**src/rtl/klingon_scan_display.sv**
```systemverilog
// klingon_scan_display: time-multiplexed multi-digit 7-segment driver with hex/Klingon glyphs
// and a frame-atomic valid/ready load port.
module klingon_scan_display #(
    parameter int NUM_DIGITS = 4,
    parameter int SCAN_DIV   = 1000,
    parameter int BLANK_CYC  = 16
) (
    input  logic                    clk,
    input  logic                    reset,
    input  logic                    load_valid,
    output logic                    load_ready,
    input  logic [4*NUM_DIGITS-1:0] load_data,
    input  logic                    mode,
    input  logic                    lzb,
    output logic [6:0]              seg,
    output logic [NUM_DIGITS-1:0]   an,
    output logic                    frame_tick
);
    localparam int DW = $clog2(SCAN_DIV);
    localparam int IW = (NUM_DIGITS > 1) ? $clog2(NUM_DIGITS) : 1;
    localparam int W  = 4 * NUM_DIGITS;
    localparam logic [6:0] HEX [16] = '{7'h7E, 7'h30, 7'h6D, 7'h79, 7'h33, 7'h5B, 7'h5F, 7'h70,
                                        7'h7F, 7'h7B, 7'h77, 7'h1F, 7'h4E, 7'h3D, 7'h4F, 7'h47};
    localparam logic [6:0] KLG [16] = '{7'h63, 7'h30, 7'h36, 7'h3F, 7'h0F, 7'h49, 7'h37, 7'h5D,
                                        7'h6B, 7'h7C, 7'h01, 7'h01, 7'h01, 7'h01, 7'h01, 7'h01};

    logic [DW-1:0]         div_q, div_d;
    logic [IW-1:0]         dig_q, dig_d;
    logic [W-1:0]          active_q, active_d, pend_q, pend_d;
    logic                  pflag_q, pflag_d, live_q, live_d, tick_q, tick_d;
    logic [6:0]            seg_q, seg_d;
    logic [NUM_DIGITS-1:0] an_q, an_d;
    logic                  slot_end, frame_end, xfer, allz, hide, on;
    logic [3:0]            code;
    logic [6:0]            glyph;

    assign slot_end  = div_q == DW'(SCAN_DIV - 1);
    assign frame_end = slot_end && dig_q == IW'(NUM_DIGITS - 1);
    assign xfer      = load_valid && !pflag_q;

    // A word accepted on a boundary edge only reaches pending; it is applied one frame later.
    always_comb begin
        div_d    = slot_end ? '0 : div_q + 1'b1;
        dig_d    = !slot_end ? dig_q : frame_end ? '0 : dig_q + 1'b1;
        active_d = (frame_end && pflag_q) ? pend_q : active_q;
        live_d   = live_q || (frame_end && pflag_q);
        pend_d   = xfer ? load_data : pend_q;
        pflag_d  = xfer || (pflag_q && !frame_end);
        tick_d   = frame_end;
    end

    // Outputs are computed from next-state so the registers line up with the counters.
    always_comb begin
        allz = 1'b1;
        hide = 1'b0;
        code = '0;
        for (int k = NUM_DIGITS - 1; k >= 0; k--) begin
            allz = allz && (active_d[4*k +: 4] == 4'd0);
            if (dig_d == IW'(k)) begin
                code = active_d[4*k +: 4];
                hide = lzb && allz && (k > 0);
            end
        end
        glyph = mode ? KLG[code] : HEX[code];
        // Dark until the first word has been applied, so an unloaded block shows nothing.
        on    = live_d && (div_d >= DW'(BLANK_CYC)) && !hide;
        an_d  = on ? (NUM_DIGITS'(1) << dig_d) : '0;
        seg_d = on ? glyph : '0;
    end

    always_ff @(posedge clk) begin
        if (reset) begin
            div_q    <= '0;
            dig_q    <= '0;
            active_q <= '0;
            pend_q   <= '0;
            pflag_q  <= 1'b0;
            live_q   <= 1'b0;
            tick_q   <= 1'b0;
            seg_q    <= '0;
            an_q     <= '0;
        end else begin
            div_q    <= div_d;
            dig_q    <= dig_d;
            active_q <= active_d;
            pend_q   <= pend_d;
            pflag_q  <= pflag_d;
            live_q   <= live_d;
            tick_q   <= tick_d;
            seg_q    <= seg_d;
            an_q     <= an_d;
        end
    end

    assign load_ready = !pflag_q;
    assign seg        = seg_q;
    assign an         = an_q;
    assign frame_tick = tick_q;
endmodule

```
**config.mk**
```make
export PLATFORM = sky130hd
export DESIGN_NAME = klingon_scan_display
export DESIGN_NICKNAME = d
export VERILOG_FILES = /design/src/rtl/klingon_scan_display.sv
export SDC_FILE = /design/constraint.sdc
export NUM_CORES = 1
export LEC_CHECK = 0
export CELL_PAD_IN_SITES_DETAIL_PLACEMENT = 1
export CELL_PAD_IN_SITES_GLOBAL_PLACEMENT = 1
export CORE_UTILIZATION = 42
export CTS_CLUSTER_SIZE = 30
export DETAILED_ROUTE_END_ITERATION = 8
export PLACE_DENSITY_LB_ADDON = 0.3
export SLEW_MARGIN = 20
export SYNTH_ARGS = -nofsm -noshare
export SYNTH_HDL_FRONTEND = slang
export SYNTH_SLANG_ARGS = --single-unit
```
**constraint.sdc**
```tcl
create_clock -name clk -period 3.4 [get_ports clk]
set_input_delay 0.68 -clock clk [delete_from_list [all_inputs] [get_ports clk]]
set_output_delay 0.68 -clock clk [all_outputs]
set_load 0.05 [all_outputs]
```
# ---- After elaboration in Yosys (flattened, before gate mapping)
# Memory sizes are Yosys's and may differ from the RTL's.
# Index checks and enable logic that the tools add are counted.
dict set report op_classes {
  magnitude_cmp 2
  n_addsub 2
  n_bitwise 2
  multipliers 0
  div_mod_pow 0
  shift 1
  eq_ne 5
  n_reduce_logical 21
  muxes 17
}
# op n
set op_table {}
lappend op_table {{two-way mux 7 bit} 5}
lappend op_table {{two-way mux 16 bit} 1}
lappend op_table {{two-way mux 4 bit} 4}
lappend op_table {{zero test 4 bit} 3}
lappend op_table {{logical AND 1 bit} 11}
lappend op_table {{adder 10 x 1 -> 10 bit (second input constant)} 1}
lappend op_table {{equality test 10 bit (second input constant)} 1}
lappend op_table {{greater-or-equal comparator 10 x 5 -> 1 bit (second input constant)} 1}
lappend op_table {{two-way mux 10 bit} 1}
lappend op_table {{equality test 2 bit (second input constant)} 3}
lappend op_table {{greater-or-equal comparator 5 bit (second input constant)} 1}
lappend op_table {{NOT 4 -> 5 bit} 1}
lappend op_table {{two-way mux 1 bit} 4}
lappend op_table {{two-way mux 2 bit} 2}
lappend op_table {{left shift 1 x 2 -> 4 bit (first input constant)} 1}
lappend op_table {{zero test 1 bit} 3}
lappend op_table {{adder 2 x 1 -> 2 bit (second input constant)} 1}
lappend op_table {{equality test 2 x 1 -> 1 bit (second input constant)} 1}
lappend op_table {{zero test 2 bit} 1}
lappend op_table {{logical OR 1 bit} 2}
lappend op_table {{OR reduction 2 bit} 1}
lappend op_table {{NOT 1 bit} 1}
dict set report totals {
  memories 2
  mem_bits_ro 224
  wordCells 61
  output_inout_bits 13
  latchBits 0
  ramBits 0
  reg_bits 58
}
# memory words width rd rd_ports_with_merged_regs write_ports line_no
set mem_list {}
lappend mem_list {{(name not given)} 16 7 1 0 0 64} ;# glyph = mode ? KLG[code] : HEX[code];
lappend mem_list {{(name not given)} 16 7 1 0 0 64}

# ---- Depth between registers and ports, before layout
dict set report depth {
  ltp_word 14
  mapped_depth 15
  mapped_depth_nobuf 12
}

# ---- Least setup slack after synthesis
# Ideal clock, no wire load.
dict set report synth_path {
  path_type {register to register}
  start {register div_q[0]}
  end {register seg_q[3] (netlist: seg[3])}
  path_slack_ns 0.529
  synth_period_minus_slack_ns 2.871
  t_arrival_ns 2.785
  stages_incl_launch_ff 13
  setup_time_ns 0.086
  path_cell_list {dfxtp_1 -> ha_1 -> buf_2 -> inv_2 -> o311ai_0 -> o31ai_1 -> a211oi_1 -> and2_1 -> buf_2 -> clkinv_2 -> ha_1 -> mux4_2 -> a211oi_1}
}
dict set report synth_between {
  elab_chain_cells 14
  word_cells_on_any_way 43
}
# item line_no
set synth_rtl {}
lappend synth_rtl {{from (decl)} 27} ;# logic [DW-1:0] div_q, div_d;
lappend synth_rtl {{from (signal assigned)} 83} ;# div_q <= div_d;
lappend synth_rtl {{equality test 10 bit} 37} ;# assign slot_end = div_q == DW'(SCAN_DIV - 1);
lappend synth_rtl {{logical AND 1 bit} 38} ;# assign frame_end = slot_end && dig_q == IW'(NUM_DIGITS - 1);
lappend synth_rtl {{two-way mux 2 bit or logical AND 1 bit (tied branches)} {44, 45, 46}}
lappend synth_rtl {{two-way mux 2 bit or two-way mux 16 bit (tied branches)} {44, 45}}
lappend synth_rtl {{equality test 2 bit or zero test 4 bit (tied branches)} {59, 58}}
lappend synth_rtl {{two-way mux 4 bit, or another cell as far along (3 in series)} 59} ;# if (dig_d == IW'(k)) begin
lappend synth_rtl {{two-way mux 4 bit or two-way mux 1 bit (tied branches)} 59}
lappend synth_rtl {{NOT 4 -> 5 bit (not written as such) or two-way mux 1 bit (tied branches)} {64, 59}}
lappend synth_rtl {{memory read (16 x 7 bit) or zero test 1 bit (tied branches)} --}
lappend synth_rtl {{two-way mux 7 bit (not written as such) or logical AND 1 bit (tied branches)} {64, 66}}
lappend synth_rtl {{two-way mux 7 bit (not written as such) or NOT 1 bit (tied branches)} --}
lappend synth_rtl {{two-way mux 7 bit or OR reduction 2 bit (tied branches)} --}
lappend synth_rtl {{to (signal assigned)} 90} ;# seg_q <= seg_d;
lappend synth_rtl {{to (decl)} 31} ;# logic [6:0] seg_q, seg_d;
# Several ways; a longest one is shown, not always the timed one. The select of a mux whose other input is x is not followed.
# A chain may end at the register's enable or synchronous reset.

# ---- Worst setup path after layout
dict set report layout_path {
  start {register div_q[5]}
  end {register seg_q[2] (netlist: seg[2])}
}
# Same word-level chain as after synthesis.

==> results.cfg <==
[outcome]
outcome = completed

[timing]
fin_crit_sh_pct = 93.8
fin_ws_ns = 0.212
skew_ns = 0.0168
max_freq_mhz = 314
tns_ns = 0
hold_viol_final = 0
rsz0062_at_grt = no
period_minus_slack_ns = 3.19
timing.hold.ws_ns = 0.456
slew_headroom_pct = 60.7
finalSetupViolCount = 0
tightest_slew_ns = 0.585
maxSlewViolCount = 0

[synthesis]
synth_compound_area_share_pct = 19.6
synth-xor-area-share_pct = 2.05
synthesis.area_sq_um = 2990
synth_edf_count = 0
syn_inst = 353
ys_top_cells_by_area = dfxtp_1 39%, nand2_1 7.9%, a21oi_1 6.0%
synth.area.mux_share_pct = 5.86
synth_top_area_share_pct = 38.8
syn_area_per_cell_sq_um = 8.47
yosys.area_share.adder_pct = 3.35
syn-num-nets = 382
synth_top_family_by_area = simple AND/OR/NAND/NOR gates
synth.distinct_cells = 64
synthSimpleGateAreaFrac_pct = 25.4
synth-main-ff-cell = dfxtp_1
synth-seq-cells = 58
async_reset_ff_share_pct = 0
yosys.area.top_type = dfxtp_1
synth-seq-area-share_pct = 38.8
yosysWarnings = 0
yosysMostFrequentCell = nand2_1
yosys-top-cells-count = 63 x nand2_1, 58 x dfxtp_1, 36 x a21oi_1

[routing]
totalWireLength_mm = 7.62
post_drt_wl_per_cell_um = 15.6
drc = 0
drtIter0Drc = 104
viasPerCell = 5.44
first_pass_iters = 4
ant_nets = 0
vias = 2658

[placement]
dp_hpwl_mm = 5.44
place_inst = 473
dp_slack_ns = 0.272
dpl_cell_area_sq_um = 3420
gp_congestion = 0.876
io_buffers = 33

[grt]
grt_pass1_wl_mm = 13.0
antenna_found_initial = 0
first_global_vias = 2655
grt_max_degree = 47
grt.overflow.total = 0
grt_use_total_pct = 22.7

[clock_network]
cts_root_buf = clkbuf_8
cts-buffers-inserted = 9
cts-htree-levels = 3
hold_buffers = 0
clock_latency_ns = 0.35
cts_max_path_buffers = 2
cts_tree = done
clock_sinks = 58
path_clk_slew_ns = 0.07

[cells_and_area]
ff_latch_area_sq_um = 1160
fin_util_pct = 52.8
multi_input_area_sq_um = 1690
n_fill_cell = 850
area_delta_synth_final_pct = 20.7
fin_area_sq_um = 3610
drive_gt1_share_pct = 12.0
stdcell_count = 489
fin_nets = 417
antenna_cells = 0

[setup_path]
slowest_stage = dfxtp_1
cp_cell_sequence = and4_4 > nand3_4 > o31ai_1 > a211oi_1 > and2_1 > ha_1 > or2_2 > o211a_1 > a2111oi_1
crit_path_end_kind = flip-flop
reg2reg_depth = 9
cp.arrival_ns = 3.40
slowest_delay_ns = 0.49
path_max_fanout = 8
cp.required_ns = 3.62
critPathLaunchType = flip-flop
path_class = reg -> reg

[power_and_ir_drop]
vdd_drop_max_uv = 236
p_per_area_nw_per_um2 = 392
finalPower_mw = 1.41
leakage_nw = 1.41

[floorplan]
start_util_pct = 43.8
io_pins = 34
fp.coreArea_sq_um = 6830
rows = 30
die_h_um = 86.4
dieArea_sq_um = 7460
die_w_um = 86.4

[hold_path]
hold_class = reg -> reg
hold_depth = 2

[job]
drv_cap = 0
-- path summary, 6_finish.rpt --
kind | from | slack [ns] | endpoint
setup / recovery | div_q[5] | 0.21 | seg[2]
hold / removal | pend_q[2] | 0.46 | pend_q[2]
setup reg to reg | div_q[5] | 0.21 | seg[2]
hold reg to reg | pend_q[2] | 0.46 | pend_q[2]
-- layer usage --
metal  track usage, %  wire, um  up-vias
met5                0         0        -
met4             10.6       176        0
met3             6.10       226       15
met2             35.3      3520       54
met1             29.3      3700     1264
li1                 -         -     1325
-- cell families after synthesis --
logic type / Yosys count
AOI/OAI and AO/OA: 86
xor gates and xnor gates: 7
adders and majority gates: 8
buffers and inverters: 30
DFF: 58
muxes: 16
and+or+nand+nor: 148
-- registers in the layout, indices dropped and copies added, names as in the netlist --
name and cells:
active_q 16, pend_q 16, div_q 10, seg 7, an 4, dig_q 2
frame_tick 1, live_q 1, pflag_q 1
-- final cells by class --
class / instances / share of cell area [%]
multi-input cells: 265 / 46.7
flip-flops and latches: 58 / 32.2
repair buffers: 45 / 11.7
clock buffers: 10 / 3.54
well taps: 96 / 3.33
clock inverters: 6 / 1.60
inverters: 9 / 0.971
-- where the power goes --
part           total, mW  switching [mW]  internal [mW]
clock network      0.624           0.290          0.333
logic             0.0821          0.0420         0.0401
registers          0.707          0.0134          0.694
total               1.41           0.346           1.07
-- worst max-delay path, delay by kind of cell (launching register included) --
family	cells	cell delay, ns
adders and majority gates	1	0.27
and+or+nand+nor	4	1.08
DFF	1	0.49
AOI/OAI and AO/OA	4	1.23
-- cell usage in the layout (no fill, tap or decap), types with 7 or more instances in the layout --
cell	n
nand2_1	63
a21oi_1	36
buf_4	12
mux2i_1	13
nor2b_1	7
nor3_1	14
nor2_1	27
clkbuf_8	9
inv_1	7
dfxtp_1	58
ha_1	7
clkdlybuf4s50_1	33
nand3_1	7
o21ai_0	10
-- what timing repair did --
action | CTS | global route
endpoints found under the hold margin | 0 | 0
endpoints found under the setup margin | 0 | 1
gates resized for setup | 0 | 1
buffers inserted | 0 | 0
No activity file was read; power rests on OpenSTA's default activity.
